## src/rtl/adc_pkg.sv

```systemverilog
// Shared ADC constants, decimator defaults and the offset-binary to
// two's-complement conversion used by the decimator and the ADC controller bench.
package adc_pkg;

  localparam int ADC_WIDTH = 12;
  localparam logic [ADC_WIDTH-1:0] ADC_MIDSCALE = 12'h800;

  localparam int SAMPLE_DIV_DEF = 128;
  localparam int AVG_LOG2_DEF   = 2;
  localparam int DEPTH_LOG2_DEF = 4;

  // Flipping the MSB of an offset-binary code is the same as subtracting midscale.
  function automatic logic signed [ADC_WIDTH-1:0] adc_to_signed(
    input logic [ADC_WIDTH-1:0] code
  );
    return signed'(code ^ ADC_MIDSCALE);
  endfunction

endpackage

```

## src/rtl/sample_fifo.sv

```systemverilog
// First-word-fall-through FIFO: the head word is always on rd_data and a pop
// just advances the read pointer. A push while full is accepted only with a pop.
module sample_fifo #(
  parameter int WIDTH      = 12,
  parameter int DEPTH_LOG2 = 4
) (
  input  logic                  clk,
  input  logic                  rst,
  input  logic                  push,
  input  logic [WIDTH-1:0]      push_data,
  input  logic                  pop,
  output logic [WIDTH-1:0]      rd_data,
  output logic                  full,
  output logic                  empty,
  output logic [DEPTH_LOG2:0]   fill
);

  localparam int DEPTH  = 1 << DEPTH_LOG2;
  localparam int FILL_W = DEPTH_LOG2 + 1;
  localparam logic [FILL_W-1:0] FILL_MAX = FILL_W'(DEPTH);

  logic [WIDTH-1:0]      mem [DEPTH];
  logic [DEPTH_LOG2-1:0] wr_ptr;
  logic [DEPTH_LOG2-1:0] rd_ptr;
  logic                  do_push;
  logic                  do_pop;
  logic [FILL_W-1:0]     fill_nxt;

  assign do_pop  = pop && !empty;
  assign do_push = push && (!full || do_pop);
  assign rd_data = mem[rd_ptr];

  always_comb begin
    fill_nxt = fill;
    if (do_push && !do_pop) begin
      fill_nxt = fill + FILL_W'(1);
    end else if (do_pop && !do_push) begin
      fill_nxt = fill - FILL_W'(1);
    end
  end

  // Flags are registered from the next occupancy so they line up with fill.
  always_ff @(posedge clk or negedge rst) begin
    if (!rst) begin
      for (int i = 0; i < DEPTH; i++) begin
        mem[i] <= '0;
      end
      wr_ptr <= '0;
      rd_ptr <= '0;
      fill   <= '0;
      full   <= 1'b0;
      empty  <= 1'b1;
    end else begin
      if (do_push) begin
        mem[wr_ptr] <= push_data;
        wr_ptr      <= wr_ptr + DEPTH_LOG2'(1);
      end
      if (do_pop) begin
        rd_ptr <= rd_ptr + DEPTH_LOG2'(1);
      end
      fill  <= fill_nxt;
      full  <= (fill_nxt == FILL_MAX);
      empty <= (fill_nxt == '0);
    end
  end

endmodule

```

## src/rtl/adc_sample_decimator.sv

```systemverilog
// Samples the strobe-less ADC bus on a programmable tick, boxcar-averages
// 2^AVG_LOG2 signed samples and queues the results in a FWFT FIFO.
module adc_sample_decimator
  import adc_pkg::*;
#(
  parameter int SAMPLE_DIV = SAMPLE_DIV_DEF,
  parameter int AVG_LOG2   = AVG_LOG2_DEF,
  parameter int DEPTH_LOG2 = DEPTH_LOG2_DEF
) (
  input  logic                  clk,
  input  logic                  rst,
  input  logic                  en,
  input  logic [11:0]           adc_val,
  output logic [11:0]           out_data,
  output logic                  out_valid,
  input  logic                  out_ready,
  output logic [DEPTH_LOG2:0]   fill,
  output logic                  overflow,
  input  logic                  clr_ovf
);

  localparam int TICK_W = $clog2(SAMPLE_DIV);
  localparam logic [TICK_W-1:0] TICK_LAST = TICK_W'(SAMPLE_DIV - 1);
  localparam int SMP_W = AVG_LOG2 + 1;
  localparam logic [SMP_W-1:0] SMP_LAST = SMP_W'((1 << AVG_LOG2) - 1);
  localparam int ACC_W = ADC_WIDTH + AVG_LOG2;

  // Arithmetic shift floors toward minus infinity; the window sum cannot
  // exceed the sample range after the divide, so no saturation is needed.
  function automatic logic signed [ADC_WIDTH-1:0] avg_trunc(
    input logic signed [ACC_W-1:0] sum
  );
    logic signed [ACC_W-1:0] shifted;
    shifted = sum >>> AVG_LOG2;
    return signed'(shifted[ADC_WIDTH-1:0]);
  endfunction

  logic [TICK_W-1:0]             tick_cnt;
  logic [SMP_W-1:0]              smp_cnt;
  logic                          tick;
  logic                          win_end;
  logic signed [ADC_WIDTH-1:0]   smp_p0;
  logic signed [ACC_W-1:0]       acc_p0;
  logic signed [ACC_W-1:0]       sum_p0;
  logic signed [ADC_WIDTH-1:0]   avg_p1;
  logic                          vld_p1;
  logic                          fifo_full;
  logic                          fifo_empty;
  logic                          drop;

  assign tick    = en && (tick_cnt == TICK_LAST);
  assign win_end = tick && (smp_cnt == SMP_LAST);
  assign smp_p0  = adc_to_signed(adc_val);
  assign sum_p0  = acc_p0 + ACC_W'(smp_p0);

  // Stage p0: tick timing and window accumulation; en low discards the window.
  always_ff @(posedge clk or negedge rst) begin
    if (!rst) begin
      tick_cnt <= '0;
      smp_cnt  <= '0;
      acc_p0   <= '0;
    end else if (!en) begin
      tick_cnt <= '0;
      smp_cnt  <= '0;
      acc_p0   <= '0;
    end else begin
      tick_cnt <= tick ? '0 : tick_cnt + TICK_W'(1);
      if (win_end) begin
        smp_cnt <= '0;
        acc_p0  <= '0;
      end else if (tick) begin
        smp_cnt <= smp_cnt + SMP_W'(1);
        acc_p0  <= sum_p0;
      end
    end
  end

  // Stage p1: averaged word waiting to be pushed; independent of en.
  always_ff @(posedge clk or negedge rst) begin
    if (!rst) begin
      vld_p1 <= 1'b0;
      avg_p1 <= '0;
    end else begin
      vld_p1 <= win_end;
      if (win_end) begin
        avg_p1 <= avg_trunc(sum_p0);
      end
    end
  end

  sample_fifo #(
    .WIDTH      (ADC_WIDTH),
    .DEPTH_LOG2 (DEPTH_LOG2)
  ) u_fifo (
    .clk       (clk),
    .rst       (rst),
    .push      (vld_p1),
    .push_data (avg_p1),
    .pop       (out_ready),
    .rd_data   (out_data),
    .full      (fifo_full),
    .empty     (fifo_empty),
    .fill      (fill)
  );

  assign out_valid = !fifo_empty;
  // A full FIFO still takes the word if the consumer frees a slot this cycle.
  assign drop      = vld_p1 && fifo_full && !out_ready;

  always_ff @(posedge clk or negedge rst) begin
    if (!rst) begin
      overflow <= 1'b0;
    end else if (drop) begin
      overflow <= 1'b1;
    end else if (clr_ovf) begin
      overflow <= 1'b0;
    end
  end

endmodule

```

## config.mk

```make
export PLATFORM = sky130hd
export DESIGN_NAME = adc_sample_decimator
export DESIGN_NICKNAME = d
export VERILOG_FILES = /design/src/rtl/adc_pkg.sv /design/src/rtl/sample_fifo.sv /design/src/rtl/adc_sample_decimator.sv
export SDC_FILE = /design/constraint.sdc
export NUM_CORES = 1
export LEC_CHECK = 0
export ABC_AREA = 1
export CAP_MARGIN = 0
export CORE_ASPECT_RATIO = 0.5
export CORE_MARGIN = 2
export CORE_UTILIZATION = 30
export DETAILED_ROUTE_END_ITERATION = 10
export RECOVER_POWER = 25
export SETUP_SLACK_MARGIN = 0.1
export SLEW_MARGIN = 20
export SYNTH_ARGS = -nofsm -noshare
export SYNTH_HDL_FRONTEND = slang
export SYNTH_HIERARCHICAL = 1
export SYNTH_SLANG_ARGS = --single-unit
```

## constraint.sdc

```tcl
create_clock -name clk -period 1.9 [get_ports clk]
set_clock_uncertainty 0.1 [all_clocks]
set_input_delay 0.475 -clock clk [delete_from_list [all_inputs] [get_ports clk]]
set_output_delay 0.475 -clock clk [all_outputs]
set_load 0.05 [all_outputs]
```

Word level (Yosys, flattened, before mapping)

Cells that the tools add are included.
Widths: inputs -> output; s select.

Flip-flop bits (word level): 245
Input port bits: 17
Logic and storage cells: 79

Add/subtract/negate cells: 7
Order comparisons: 3
Equality and inequality tests: 4
Multiplexer cells: 18
Bitwise logic cells: 3
Reductions and logical operators: 17

Operators by type and width:

| cell                | count |
|---|---|
| $bwmux 192          | 1 |
| $bmux 12 s4         | 1 |
| $demux 12 s4        | 1 |
| $mux 14             | 3 |
| $mux 12             | 3 |
| $add 14x12->14      | 1 |
| $mux 7              | 2 |
| $ge 5x5->1 const B  | 2 |
| $mux 5              | 2 |
| $not 4->5           | 2 |
| $logic_and 1x1->1   | 9 |
| $mux 3              | 3 |
| $add 4x1->4 const B | 2 |
| $add 7x1->7 const B | 1 |
| $eq 7x7->1 const B  | 1 |
| $add 5x1->5 const B | 1 |
| $eq 5x5->1 const B  | 1 |
| $logic_not 1->1     | 5 |
| $logic_not 5->1     | 1 |
| $lt 5x1->1 const B  | 1 |
| $sub 5x1->5 const B | 1 |
| $add 3x1->3 const B | 1 |
| $eq 3x2->1 const B  | 1 |
| $ne 3x1->1 const B  | 1 |
| other kinds (4)     | 5 |

Depth between registers and ports, before layout

Depth after elaboration: 9
Gate-level depth with buffers: 11

Hierarchy

Netlist, hierarchy kept.

By module, submodules not included:

| module               | instances | cells an instance | area each (sq um) | sequential area each (sq um) |
|---|---|---|---|---|
| sample_fifo          | 1         | 1122              | 9730.6            | 5181.2 |
| adc_sample_decimator | 1         | 299               | 2280.9            | 950.9 |

Worst setup path before layout

No wires, ideal clock.

Kind: register to output
Start point: register u_fifo.rd_ptr[0]
End point: output port out_data[10]
Arrival: 1.600 ns
Data required time: 1.325 ns
Setup slack: -0.275 ns
Stages on the path, launching flop included: 11
Path buffers: 3
Cell sequence: dfrtp_1 buf_4 inv_2 buf_4 buf_2 nor2_1 nor2_1 o21ai_0 o211ai_1 nand3_1 nand2_1

Word-level cells in the longest chain between the ends: 4

Ends and longest elaborated chain:

| what                                       | RTL line                   | RTL |
|---|---|---|
| from (decl)                                | sample_fifo.sv:24          | `logic [DEPTH_LOG2-1:0] rd_ptr;` |
| from (signal assigned)                     | sample_fifo.sv:59          | `rd_ptr <= rd_ptr + DEPTH_LOG2'(1);` |
| $not 4->5 (implied by the code)            | sample_fifo.sv:31          | `assign rd_data = mem[rd_ptr];` |
| $bmux 12 s4                                | sample_fifo.sv:31          |  |
| $mux 12 (implied by the code) (2 in a row) | sample_fifo.sv:31          |  |
| to (decl)                                  | adc_sample_decimator.sv:14 | `output logic [11:0] out_data,` |

Every way passes these cells. The select of a mux whose other input is x is not followed.

Worst setup path after layout

Same ends and word-level chain as after synthesis.

==> results_dict.tcl <==
set metrics [dict create \
    outcome "complete, but fails checks" \
    violations "setup timing" \
    p_leak_nw 6.91 \
    grt_pass1_wl_um 50800 \
    seq_power_share_pct 28.8 \
    grt.total_usage_pct 14.9 \
    cpPeakStageDelay_ns 0.48 \
    cap_violations 0 \
    final_hold_viol_count 0 \
    antenna_cells 0 \
    whs_endpoint "tick_cnt[0]" \
    fmax_mhz 359 \
    max-vdd-ir-drop_mv 0.747 \
    yosysTopAreaCell "dfrtp_1" \
    design.core.area_um2 39200 \
    cts_root_buf "clkbuf_16" \
    critPathSlowestCell "dfrtp_2" \
    drive_above_1_share_pct 18.3 \
    drtPass1Iterations 5 \
    startpoint_type "flip-flop" \
    wl_um 31600 \
    hold_depth 1 \
    grt_pass1_vias 9356 \
    num_vias 9827 \
    p_total_mw 19.2 \
    die_h_um 145 \
    fin_crit_ns 2.78 \
    dpl_worst_slack_ns -0.448 \
    yosysWarnings 6 \
    cts_made_buffers 26 \
    critical_path_class "flip-flop to output port" \
    fp.dieArea_um2 41800 \
    combPwrFrac_pct 43.5 \
    rsz0062_at_grt "true" \
    port-buffer-count 35 \
    netlist_instances 1421 \
    cts.sinks 245 \
    setup_violations 12 \
    synth_edf_count 0 \
    route.detailed.drc 0 \
    drv_slew 0 \
    area_growth_pct 27.8 \
    final.setup.worst_slack_ns -0.882 \
    power_density_nw_per_um2 1250 \
    cts_tree "built" \
    seq_area_um2 6140 \
    synthTopCellsByCount "344 x nand2_1, 244 x dfrtp_1, 208 x o21ai_0" \
    hpwl_um 19700 \
    layout_worst_path_cycle_share_pct 146 \
    place_congestion 0.845 \
    ant_nets 0 \
    worstSkewPairLatency_ns 0.54 \
    overflow 0 \
    crit_buf_inv 3 \
    syn_area_um2 12000 \
    synth-seq-cells 245 \
    synth_nets 1461 \
    hold_class "flip-flop to flip-flop" \
    setup-tns-final_ns -9.95 \
    p_sw_mw 7.10 \
    clockPowerShare_pct 27.7 \
    rows 51 \
    worstHoldStart "tick_cnt[0]" \
    path_max_fanout 25 \
    async_reset_ff_share_pct 100 \
    nets 1549 \
    synthDistinctLibCells 39 \
    critPathCaptureType "output port" \
    dieWidth_um 287 \
    crit_required_ns 1.32 \
    rr_startpoint "acc_p0[0]" \
    initialDrtViolationCount 851 \
    r2r_cells 9 \
    syn_avg_cell_area_um2 8.45 \
    multi_input_area_um2 5440 \
    rr_endpoint "acc_p0[6]" \
    worstPathCellList "buf_6 -> buf_4 -> o21ai_0 -> o211ai_1 -> nand3_1 -> nand2_4 -> buf_12" \
    worstMarginPinSlew_ns 0.711 \
    critPathTopFamily "buffers and inverters" \
    synth_top_flop_cell "dfrtp_1" \
    max-slew-margin-rel_pct 52.6 \
    r2r_slack_ns 0.14 \
    top_level_ports 36 \
    fillers 3907 \
    htreeDepth 1 \
    fin_util_pct 39.2 \
    yosysMostFrequentCell "nand2_1" \
    yosysSeqAreaShare_pct 51.1 \
    antenna_found_initial 0 \
    synth_top_area_share_pct 50.8 \
    cp_data_arrival_time_ns 2.21 \
    cts_buffer_depth 3 \
    intPower_mw 12.1 \
    path_clk_slew_ns 0.06 \
    viasPerCell 4.78 \
    wire_per_inst_um 15.4 \
    initial_core_util_pct 30.7 \
    grt_max_degree 57 \
    yosys-top-cells-area "dfrtp_1 51%, nand2_1 11%, o21ai_0 8.7%, nor2_1 5.1%, o21ai_1 4.3%" \
    swShare_pct 36.9 \
]
==> state kept, by name (all words and copies together), names as in the netlist <==
register,flops
u_fifo/mem,192
acc_p0,14
avg_p1,12
tick_cnt,7
u_fifo/fill,5
u_fifo/rd_ptr,4
u_fifo/wr_ptr,4
smp_cnt,3
overflow,1
u_fifo/empty,1
u_fifo/full,1
vld_p1,1
==> power by group through the flow <==
stage               sequential [mW]  clock (mW)  combinational, mW
floorplan                      5.70           0               4.37
finish                         5.54        5.31               8.36
CTS                            5.53        5.44               8.22
detailed placement             5.62           0               8.02
global route                   5.55        5.66               8.98
global placement               5.62           0               8.00
==> timing repair <==
item / in CTS / in global routing
endpoints found under the hold margin: 85 / 0
endpoints found under the setup margin: 14 / 62
resized for setup: 25 / 71
pin swaps: 6 / 15
buffers inserted: 1 / 11
gates cloned: 1 / 6
hold buffers: 1 / 0
==> worst max-delay path by stage <==
stage / slack, ns / endpoint / startpoint / cells past startpoint
5_1_grt: -0.98 / out_data[9] / u_fifo/rd_ptr[0] / 7
2_1_floorplan: -0.07 / out_data[9] / u_fifo/rd_ptr[0] / 10
3_5_place_dp: -0.45 / acc_p0[6] / adc_val[0] / 10
6_report: -0.88 / out_data[10] / u_fifo/rd_ptr[0] / 7
4_1_cts: -0.87 / out_data[10] / u_fifo/rd_ptr[0] / 7
3_3_place_gp: -0.43 / acc_p0[6] / adc_val[0] / 10
==> metal layers <==
layer	wire [µm]	part of all wire [%]	up-vias	GRT usage, %
met4	510	1.6	0	2.92
met3	1290	4.1	43	1.99
met1	15000	47	4719	21.1
li1	-	-	4880	-
met5	0	0	-	0
met2	14800	47	185	24.3
==> layout make-up <==
type,count,share of cell area [%]
flip-flops and latches,245,40.0
multi-input cells,1008,35.5
repair buffers,151,12.4
clock buffers,37,5.04
well taps,530,4.32
inverters,77,2.03
clock inverters,7,0.734
==> placed cells by master, fill, tap and decap left out, drive strengths merged <==
| cell type | n |
|---|---|
| nand4 | 17 |
| a22o | 6 |
| nand3 | 46 |
| inv | 75 |
| ha | 22 |
| clkinv | 5 |
| nand3b | 1 |
| o22ai | 1 |
| nand2 | 348 |
| dfstp | 1 |
| or2 | 2 |
| dlygate4sd3 | 1 |
| dlymetal6s2s | 2 |
| clkbuf | 44 |
| a31oi | 1 |
| xor2 | 17 |
| bufinv | 3 |
| nor2 | 168 |
| clkdlybuf4s50 | 13 |
| buf | 128 |
| o211ai | 48 |
| o21ai | 313 |
| a21oi | 15 |
| fa | 1 |
| clkinvlp | 1 |
| dfrtp | 244 |
| xnor2 | 2 |
==> worst register-to-register path, stage by stage, from the launching register on <==
cell and delay, ns:
dfrtp_1 0.41, ha_4 0.17, fa_2 0.36, nand3_2 0.10
nand2_4 0.07, nand2_1 0.06, nand2_1 0.06, or2_4 0.24
nand3_2 0.06, nand2_2 0.04
==> per-stage QoR <==
stage	area [µm²]	cells	hold slack [ns]
after floorplan	12100	1421	0.0794
after global routing	15300	2055	0.397
after CTS	14900	2038	0.269
after global placement	13900	1991	0.248
after detailed placement	13900	1991	0.249
final	15300	2055	0.357
==> cells by family (layout without fill, tap and decap cells) <==
logic type | count (synthesis) | count (layout) | synth area share (%)
xor+xnor | 19 | 19 | 1.39
simple gates | 582 | 582 | 20.9
fa+ha+maj | 23 | 23 | 2.46
flops | 245 | 245 | 51.1
buf+inv | 168 | 272 | 6.92
compound gates | 384 | 384 | 17.3
No activity file was read; power rests on OpenSTA's default activity.
